===== src/rtl/div_pkg.sv =====
// Shared types and constants for the iterative restoring divider sequencer.
package div_pkg;

    localparam int DIV_WIDTH = 32;
    localparam logic [DIV_WIDTH-1:0] DIV_ZERO_Q = '1;

    typedef enum logic [2:0] {
        IDLE,
        PREP,
        ITER,
        FIXUP,
        DONE
    } div_state_e;

endpackage


===== src/rtl/div_iter_unit.sv =====
// One combinational restoring-division step: shift {A,Q} left, trial-subtract M.
module div_iter_unit #(
    parameter int WIDTH = 32
) (
    input  logic [WIDTH:0]   a_i,
    input  logic [WIDTH-1:0] q_i,
    input  logic [WIDTH-1:0] m_i,
    output logic [WIDTH:0]   a_o,
    output logic [WIDTH-1:0] q_o
);

    logic [WIDTH:0] a_sh;
    logic           fits;

    always_comb begin
        a_sh = {a_i[WIDTH-1:0], q_i[WIDTH-1]};
        fits = (a_sh >= {1'b0, m_i});
        a_o  = fits ? (a_sh - {1'b0, m_i}) : a_sh;
        q_o  = {q_i[WIDTH-2:0], fits};
    end

endmodule


===== src/rtl/div_sequencer.sv =====
// Start/busy/done sequencer for signed/unsigned restoring division (quotient->lo, remainder->hi).
// Optional DIV_EARLY_EXIT_EN skips the leading-zero iterations of |dividend|.
//
//  state | meaning
//  IDLE  | waiting for start; operands captured on start
//  PREP  | divide-by-zero check, magnitudes, sign flags, iteration count
//  ITER  | one restoring step per cycle
//  FIXUP | apply quotient/remainder signs
//  DONE  | publish results; done pulses on the following cycle
module div_sequencer
    import div_pkg::*;
#(
    parameter int WIDTH = DIV_WIDTH,
    parameter int CNT_W = 6
) (
    input  logic             clk,
    input  logic             reset,
    input  logic             start,
    input  logic             signed_op,
    input  logic [WIDTH-1:0] dividend,
    input  logic [WIDTH-1:0] divisor,
    output logic             busy,
    output logic             done,
    output logic [WIDTH-1:0] lo,
    output logic [WIDTH-1:0] hi,
    output logic             div_zero
);

    div_state_e       state_q, state_d;
    logic [WIDTH:0]   a_q, a_d, step_a;
    logic [WIDTH-1:0] q_q, q_d, m_q, m_d, step_q;
    logic [CNT_W-1:0] cnt_q, cnt_d;
    logic             sgn_q, sgn_d, q_neg_q, q_neg_d, r_neg_q, r_neg_d, dz_q, dz_d;
    logic             publish;
    logic [WIDTH-1:0] lo_q, hi_q;
    logic             done_q, dzo_q;
    logic             dvd_neg, dvs_neg;
    logic [WIDTH-1:0] abs_dvd, abs_dvs;

`ifdef DIV_EARLY_EXIT_EN
    function automatic logic [CNT_W-1:0] clz(input logic [WIDTH-1:0] v);
        logic [CNT_W-1:0] n;
        logic             found;
        n     = '0;
        found = 1'b0;
        for (int i = WIDTH - 1; i >= 0; i--) begin
            if (!found) begin
                if (v[i]) found = 1'b1;
                else      n = n + 1'b1;
            end
        end
        return n;
    endfunction
`endif

    div_iter_unit #(.WIDTH(WIDTH)) u_iter (
        .a_i (a_q),
        .q_i (q_q),
        .m_i (m_q),
        .a_o (step_a),
        .q_o (step_q)
    );

    always_comb begin
        dvd_neg = sgn_q & q_q[WIDTH-1];
        dvs_neg = sgn_q & m_q[WIDTH-1];
        abs_dvd = dvd_neg ? -q_q : q_q;
        abs_dvs = dvs_neg ? -m_q : m_q;
    end

    always_ff @(posedge clk or negedge reset) begin
        if (!reset) state_q <= IDLE;
        else        state_q <= state_d;
    end

    always_comb begin
        state_d = state_q;
        case (state_q)
            IDLE:  if (start) state_d = PREP;
            PREP: begin
                if (m_q == '0) begin
                    state_d = DONE;
                end else begin
`ifdef DIV_EARLY_EXIT_EN
                    state_d = (abs_dvd == '0) ? FIXUP : ITER;
`else
                    state_d = ITER;
`endif
                end
            end
            ITER:  if (cnt_q == CNT_W'(1)) state_d = FIXUP;
            FIXUP: state_d = DONE;
            DONE:  state_d = IDLE;
            default: state_d = IDLE;
        endcase
    end

    always_comb begin
        busy    = (state_q != IDLE);
        publish = (state_q == DONE);
    end

    always_comb begin
        a_d     = a_q;
        q_d     = q_q;
        m_d     = m_q;
        cnt_d   = cnt_q;
        sgn_d   = sgn_q;
        q_neg_d = q_neg_q;
        r_neg_d = r_neg_q;
        dz_d    = dz_q;
        case (state_q)
            IDLE: begin
                if (start) begin
                    q_d   = dividend;
                    m_d   = divisor;
                    sgn_d = signed_op;
                end
            end
            PREP: begin
                if (m_q == '0) begin
                    // Raw dividend goes to hi untouched, quotient saturates.
                    a_d  = {1'b0, q_q};
                    q_d  = DIV_ZERO_Q;
                    dz_d = 1'b1;
                end else begin
                    a_d     = '0;
                    m_d     = abs_dvs;
                    q_neg_d = dvd_neg ^ dvs_neg;
                    r_neg_d = dvd_neg;
                    dz_d    = 1'b0;
`ifdef DIV_EARLY_EXIT_EN
                    q_d   = abs_dvd << clz(abs_dvd);
                    cnt_d = CNT_W'(WIDTH) - clz(abs_dvd);
`else
                    q_d   = abs_dvd;
                    cnt_d = CNT_W'(WIDTH);
`endif
                end
            end
            ITER: begin
                a_d   = step_a;
                q_d   = step_q;
                cnt_d = cnt_q - 1'b1;
            end
            FIXUP: begin
                q_d = q_neg_q ? -q_q : q_q;
                a_d = {1'b0, (r_neg_q ? -a_q[WIDTH-1:0] : a_q[WIDTH-1:0])};
            end
            default: ;
        endcase
    end

    always_ff @(posedge clk or negedge reset) begin
        if (!reset) begin
            a_q     <= '0;
            q_q     <= '0;
            m_q     <= '0;
            cnt_q   <= '0;
            sgn_q   <= 1'b0;
            q_neg_q <= 1'b0;
            r_neg_q <= 1'b0;
            dz_q    <= 1'b0;
        end else begin
            a_q     <= a_d;
            q_q     <= q_d;
            m_q     <= m_d;
            cnt_q   <= cnt_d;
            sgn_q   <= sgn_d;
            q_neg_q <= q_neg_d;
            r_neg_q <= r_neg_d;
            dz_q    <= dz_d;
        end
    end

    // Outputs change only together with done so hi/lo/div_zero hold between operations.
    always_ff @(posedge clk or negedge reset) begin
        if (!reset) begin
            lo_q   <= '0;
            hi_q   <= '0;
            dzo_q  <= 1'b0;
            done_q <= 1'b0;
        end else begin
            done_q <= publish;
            if (publish) begin
                lo_q  <= q_q;
                hi_q  <= a_q[WIDTH-1:0];
                dzo_q <= dz_q;
            end
        end
    end

    assign done     = done_q;
    assign lo       = lo_q;
    assign hi       = hi_q;
    assign div_zero = dzo_q;

endmodule


===== config.mk =====
export PLATFORM = sky130hd
export DESIGN_NAME = div_sequencer
export DESIGN_NICKNAME = d
export VERILOG_FILES = /design/src/rtl/div_pkg.sv /design/src/rtl/div_iter_unit.sv /design/src/rtl/div_sequencer.sv
export SDC_FILE = /design/constraint.sdc
export NUM_CORES = 1
export LEC_CHECK = 0
export ABC_AREA = 1
export CORE_MARGIN = 2
export CORE_UTILIZATION = 52
export CTS_CLUSTER_SIZE = 8
export DETAILED_ROUTE_END_ITERATION = 10
export GPL_ROUTABILITY_DRIVEN = 1
export GPL_TIMING_DRIVEN = 0
export PLACE_DENSITY = 0.74
export SLEW_MARGIN = 20
export SYNTH_ARGS = -nofsm -noshare
export SYNTH_HDL_FRONTEND = slang
export SYNTH_SLANG_ARGS = --single-unit

===== constraint.sdc =====
create_clock -name clk -period 4.5 [get_ports clk]
set_clock_uncertainty 0.2 [all_clocks]
set_input_delay 0.9 -clock clk [delete_from_list [all_inputs] [get_ports clk]]
set_output_delay 0.9 -clock clk [all_outputs]
set_load 0.02 [all_outputs]

==> results.py, run 1 <==
metrics = {
    "status": {
        "status": "finished, final reports clean",
    },
    "power_and_ir_drop": {
        "switchingPower_mw": 8.15,
        "leakagePower_nw": 7.81,
        "peakVddDrop_v": 0.000439,
        "pwr-share-clk_pct": 11.2,
        "pwr-share-comb_pct": 66.1,
        "sw_frac_of_total_pct": 56.6,
        "power_density_nw_per_um2": 903,
        "p_int_mw": 6.24,
        "seqPwrFrac_pct": 22.7,
    },
    "setup_path": {
        "path_cells": "inv_1 > ha_1 > nand2_1 > nor2_2 > nand3_1 > nand3_2 > nand2_2 > nand2_2 > nand2_2 > nand2_4 > buf_2 > nand3_1 > nand3_1 > nand3_1 > nand2_1 > inv_1",
        "required_ps": 4650,
        "cp_slowest_stage_delay_ps": 500,
        "cp-start-kind": "flop",
        "path_buf_inv": 3,
        "cpMaxStageDelayCell": "dfrtp_1",
        "crit_path_end_kind": "flop",
        "worst-setup-path-type": "reg2reg",
        "arrival_ps": 3280,
        "path_max_fanout": 10,
        "critical-path-top-delay-family": "simple AND/OR/NAND/NOR gates",
        "worst_path_most_repeated_cell": "nand3_1",
    },
    "detailed_routing": {
        "dr.pass1.iters": 6,
        "wl_per_cell_um": 20.6,
        "ant_nets": 0,
        "viasPerCell": 5.89,
        "first_iter_violations": 1764,
        "vias": 15152,
        "drc": 0,
        "drt_wl_total_um": 53000,
    },
    "clock_network": {
        "cts.sinks": 175,
        "clock_path_buffers": 2,
        "root_buffer": "clkbuf_16",
        "clk_pin_slew_worst_paths_ps": 100,
        "cts_resized": 0,
        "postCtsHoldBufs": 0,
        "insertion_delay_ps": 460,
        "postCtsSetupBuffers": 0,
        "ctsHtreeMaxLevel": 4,
        "cts_tree": "done",
        "cts_buffers": 17,
    },
    "logic_synthesis": {
        "syn_area_um2": 13500,
        "ys_ff_latch": 175,
        "synth_edf_count": 0,
        "synth_nets": 2178,
        "yosysWarnings": 0,
        "synth_area_leaders": "dfrtp_1, nand2_1, nand3_1",
        "ys.flop_type": "dfrtp_1",
        "yosysTopAreaCellShare_pct": 32.4,
        "ys_types": 54,
        "ys_seq_area_share_pct": 32.4,
        "ys_async_sr_fraction_pct": 100,
        "syn_avg_cell_area_um2": 6.52,
        "yosysTopAreaCell": "dfrtp_1",
        "synth_cells": 2072,
    },
    "timing": {
        "setup_tns_ps": 0,
        "slew_violations": 0,
        "worst_hold_slack_ps": 195,
        "period_needed_ps": 3130,
        "fmax_ghz": 0.320,
        "period_share_pct": 69.5,
        "hold_viol": 0,
        "worst_pin_slew_ps": 848,
        "rsz0062_at_grt": "false",
        "slew_headroom_pct": 43.5,
        "setup_viol": 0,
    },
    "placed_design": {
        "dpl.cell_count": 2542,
        "io_buffers": 134,
        "placed_area_um2": 15300,
        "dpl.hpwl_um": 41700,
        "gp_congestion": 1.00,
    },
    "final_layout": {
        "fillers": 2465,
        "final_nets": 2332,
        "postLayoutCellArea_um2": 15900,
        "final_cells": 2574,
        "diodes": 0,
        "layout-drive-gt1-share_pct": 7.41,
        "final_core_util_pct": 61.9,
        "areaGrowthSynthToFinish_pct": 17.9,
    },
    "die": {
        "die_h_um": 165,
        "ioPinCount": 135,
        "rows": 59,
        "initial_core_util_pct": 52.5,
        "dieArea_um2": 27300,
        "core_um2": 25800,
        "fp.dieW_um": 165,
    },
    "grt": {
        "grt-ovfl-total": 0,
        "grt_pass1_wl_um": 79800,
        "grt_pass1_vias": 13948,
        "grt_use_total_pct": 39.1,
        "grt_max_degree": 94,
        "antenna_found_initial": 0,
    },
    "min_path": {
        "hold_path.class": "in2async",
    },
    "run": {
        "maxCapViolCount": 0,
    },
}
-- worst paths after layout --
| kind | from | end | slack (ps) | depth (start not counted) |
|---|---|---|---|---|
| max reg2reg | m_q[6] | a_q[24] | 1370 | 16 |
| min | reset | lo[18] | 190 | 1 |
| min in group clk | lo[3] | lo[3] | 290 | 2 |
| min reg2reg | lo[3] | lo[3] | 290 | 2 |
| max | m_q[6] | a_q[24] | 1370 | 16 |
| max in group asynchronous | reset | a_q[20] | 2970 | 2 |
-- synth_stat cells, drive strengths merged, types with 13 or more instances --
cell / n
ha: 37
a31oi: 19
a21oi: 78
o22ai: 28
nand3: 211
xnor2: 13
o21ai: 156
nor3: 24
inv: 282
clkbuf: 35
xor2: 24
nor2: 217
nand4: 60
dfrtp: 175
nand2: 627
buf: 30
-- kinds of logic after synthesis --
group,Yosys count,synth area share [%]
xor+xnor,37,2.40
buf+inv,350,10.3
simple gates,1162,38.0
compound gates,310,13.3
flops,175,32.4
fa+ha+maj,38,3.57
-- metal layers --
layer / global-route usage [%] / vias to the layer above / wire length (um)
met5: 0 / - / 0
met3: 7.57 / 148 / 4880
met2: 60.6 / 864 / 23500
li1: - / 7061 / -
met1: 53.1 / 7079 / 22100
met4: 17.7 / 0 / 2420
-- state kept, by name, summed over array words and instances, names as in the netlist --
signal    count
lo           32
q_neg_q       1
dz_q          1
q_q          32
a_q          32
done          1
r_neg_q       1
m_q          32
sgn_q         1
hi           32
div_zero      1
state_q       3
cnt_q         6
-- power by group through the flow --
stage          sequential [mW]  combinational (mW)  clock [mW]
5_1_grt                   3.32                10.4        1.68
3_5_place_dp              3.24                9.28           0
2_1_floorplan             3.26                5.94           0
3_3_place_gp              3.23                9.15           0
6_report                  3.27                9.51        1.61
4_1_cts                   3.22                9.32        1.61
-- layout make-up --
| cell class | instances | area [um^2] | share of cell area (%) |
|---|---|---|---|
| multi-input cells | 1547 | 7740 | 48.6 |
| flip-flops and latches | 175 | 4380 | 27.5 |
| repair buffers | 135 | 1370 | 8.62 |
| inverters | 285 | 1070 | 6.73 |
| clock buffers | 17 | 425 | 2.67 |
| well taps | 335 | 419 | 2.63 |
| plain buffers | 65 | 322 | 2.02 |
| clock inverters | 15 | 205 | 1.29 |
-- through the flow --
step,setup WS (ps),total power [mW]
5_1_grt,1160,15.4
4_1_cts,1380,14.2
2_1_floorplan,2120,9.20
3_5_place_dp,1410,12.5
6_report,1370,14.4
3_3_place_gp,-5100,12.4
-- placed cells by master, fill, tap and decap left out, types with 18 or more instances in the layout --
| master | count |
|---|---|
| clkbuf_1 | 35 |
| nor3_1 | 20 |
| ha_1 | 37 |
| nand4_1 | 58 |
| inv_1 | 259 |
| nor2_1 | 192 |
| a21oi_1 | 76 |
| nand3_1 | 207 |
| xor2_1 | 24 |
| o22ai_1 | 18 |
| nand2_2 | 19 |
| clkdlybuf4s50_1 | 133 |
| o21ai_0 | 134 |
| a31oi_1 | 19 |
| dfrtp_1 | 175 |
| nand2_1 | 607 |
| o21ai_1 | 22 |
| inv_2 | 23 |
No activity file was read; power rests on OpenSTA's default activity.
==> run 2: changes to the inputs <==
==> constraint.sdc (replaced) <==
create_clock -name clk -period 3.1 [get_ports clk]
set_clock_uncertainty 0.2 [all_clocks]
set_input_delay 0.62 -clock clk [delete_from_list [all_inputs] [get_ports clk]]
set_output_delay 0.62 -clock clk [all_outputs]
set_load 0.02 [all_outputs]
==> results.py, run 2 (synthesized netlist as in run 1, its figures left out) <==
metrics = {
    "detailed_routing": {
        "drt_wl_total_um": 52900,
        "viasPerCell": 5.88,
        "drc": 0,
        "wl_per_cell_um": 20.5,
        "dr.pass1.iters": 5,
        "first_iter_violations": 1803,
        "ant_nets": 0,
        "vias": 15151,
    },
    "setup_path": {
        "worst_path_most_repeated_cell": "nand2_1",
        "cp_slowest_stage_delay_ps": 440,
        "required_ps": 3240,
        "worst-setup-path-type": "reg2reg",
        "arrival_ps": 3110,
        "cp-start-kind": "flop",
        "crit_path_end_kind": "flop",
        "path_cells": "inv_1 > ha_2 > nand2_1 > nor2_2 > nand2_1 > nor2_2 > nand2_1 > nand2_2 > nor2_4 > nand2_4 > buf_6 > buf_8 > nand2_1 > nand3_1 > nand4_1 > nand2_1 > inv_1",
        "r2r_cells": 17,
        "path_max_fanout": 10,
        "cpMaxStageDelayCell": "dfrtp_1",
    },
    "final_layout": {
        "areaGrowthSynthToFinish_pct": 18.6,
        "layout-drive-gt1-share_pct": 8.30,
        "final_nets": 2335,
        "final_core_util_pct": 62.2,
        "diodes": 0,
        "final_common_cell": "nand2_1",
        "layout_common_cells": "nand2_1, inv_1, nand3_1, nor2_1, dfrtp_1",
    },
    "placed_design": {
        "pre_cts_ws_ps": 8.96,
        "gp_congestion": 1.00,
        "dpl.hpwl_um": 41700,
        "io_buffers": 134,
    },
    "timing": {
        "period_needed_ps": 2970,
        "worst_hold_slack_ps": 290,
        "worst_pin_slew_ps": 835,
        "period_share_pct": 95.8,
        "hold_viol": 0,
        "setup_viol": 0,
        "slew_headroom_pct": 44.4,
        "setup_tns_ps": 0,
        "finalWorstSetupSlack_ps": 131,
        "rsz0062_at_grt": "false",
        "slew_violations": 0,
        "fmax_ghz": 0.337,
    },
    "grt": {
        "grt_max_degree": 94,
        "grt_use_total_pct": 39.2,
        "antenna_found_initial": 0,
        "grt-ovfl-total": 0,
        "grt_pass1_vias": 13965,
        "grt_pass1_wl_um": 79800,
    },
    "run": {
        "maxCapViolCount": 0,
    },
    "power_and_ir_drop": {
        "power_density_nw_per_um2": 1310,
        "peakVddDrop_v": 0.000639,
        "power.total_mw": 21.0,
        "leakagePower_nw": 7.81,
    },
    "clock_network": {
        "root_buffer": "clkbuf_16",
        "ctsHtreeMaxLevel": 4,
        "clk_pin_slew_worst_paths_ps": 90,
        "cts.sinks": 175,
        "clock_path_buffers": 2,
        "cts_buffers": 17,
        "cts_tree": "done",
        "insertion_delay_ps": 460,
    },
    "die": {
        "fp.dieW_um": 165,
        "die_h_um": 165,
        "core_um2": 25800,
        "initial_core_util_pct": 52.5,
        "rows": 59,
        "ioPinCount": 135,
        "dieArea_um2": 27300,
    },
    "min_path": {
        "hold_path_depth": 2,
        "hold_path.class": "reg2reg",
    },
    "status": {
        "status": "finished, final reports clean",
    },
}
-- run 2: cell types whose count changed in the layout (fill, tap and decap cells not counted), sizes merged --
cell         change
clkbuf           +1
dlygate4sd3      +1
buf              +1
-- run 2: path summary, 6_finish.rpt --
| path | slack [ps] | endpoint | from |
|---|---|---|---|
| hold / removal | 290 | cnt_q[5] | cnt_q[5] |
| setup / recovery | 130 | a_q[7] | m_q[22] |
| hold reg to reg | 290 | cnt_q[5] | cnt_q[5] |
| max in group asynchronous | 1220 | q_q[2] | reset |
| min in group asynchronous | 530 | lo[18] | reset |
| setup reg to reg | 130 | a_q[7] | m_q[22] |
-- run 2: worst max-delay path, delay by kind of cell (launching register included) --
kind | cells | cell delay, ps
fa+ha+maj | 1 | 430
simple gates | 12 | 1250
buf+inv | 4 | 520
flops | 1 | 440
-- run 2: metrics by stage --
stage / area [um^2] / instances
2_1_floorplan: 13500 / 2072
3_3_place_gp: 15300 / 2541
3_5_place_dp: 15300 / 2542
4_1_cts: 16000 / 2575
5_1_grt: 16000 / 2577
6_report: 16000 / 2577
-- run 2: timing repair --
item / 4_1_cts / 5_1_grt
pin swaps: 0 / 0
hold buffers: 1 / 0
cloned: 0 / 0
resized for setup: 2 / 18
setup buffers: 0 / 2
setup endpoints to repair: 1 / 33
endpoints found under the hold margin: 52 / 0
-- run 2: final cells by class --
class                      instances  area (um^2)
buffer                            65          324
clock buffer                      17          425
multi-input combinational       1547         7800
inverter                         285         1070
clock inverter                    15          205
timing repair buffer             138         1400
fill                            2466         9740
sequential                       175         4380
tap                              335          419
-- run 2: where the power goes --
group          leakage, nW  switching [mW]  internal, mW
combinational         5.37            9.32          4.62
sequential            2.15            1.34          3.41
clock                0.299            1.22          1.11
total                 7.81            11.9          9.14
-- run 2: per-layer routing --
metal | part of all wire (%) | up-vias | track usage, %
li1 | - | 7083 | -
met1 | 42 | 7090 | 53.1
met2 | 44 | 821 | 60.6
met3 | 8.9 | 157 | 7.57
met4 | 4.8 | 0 | 17.7
met5 | 0 | - | 0
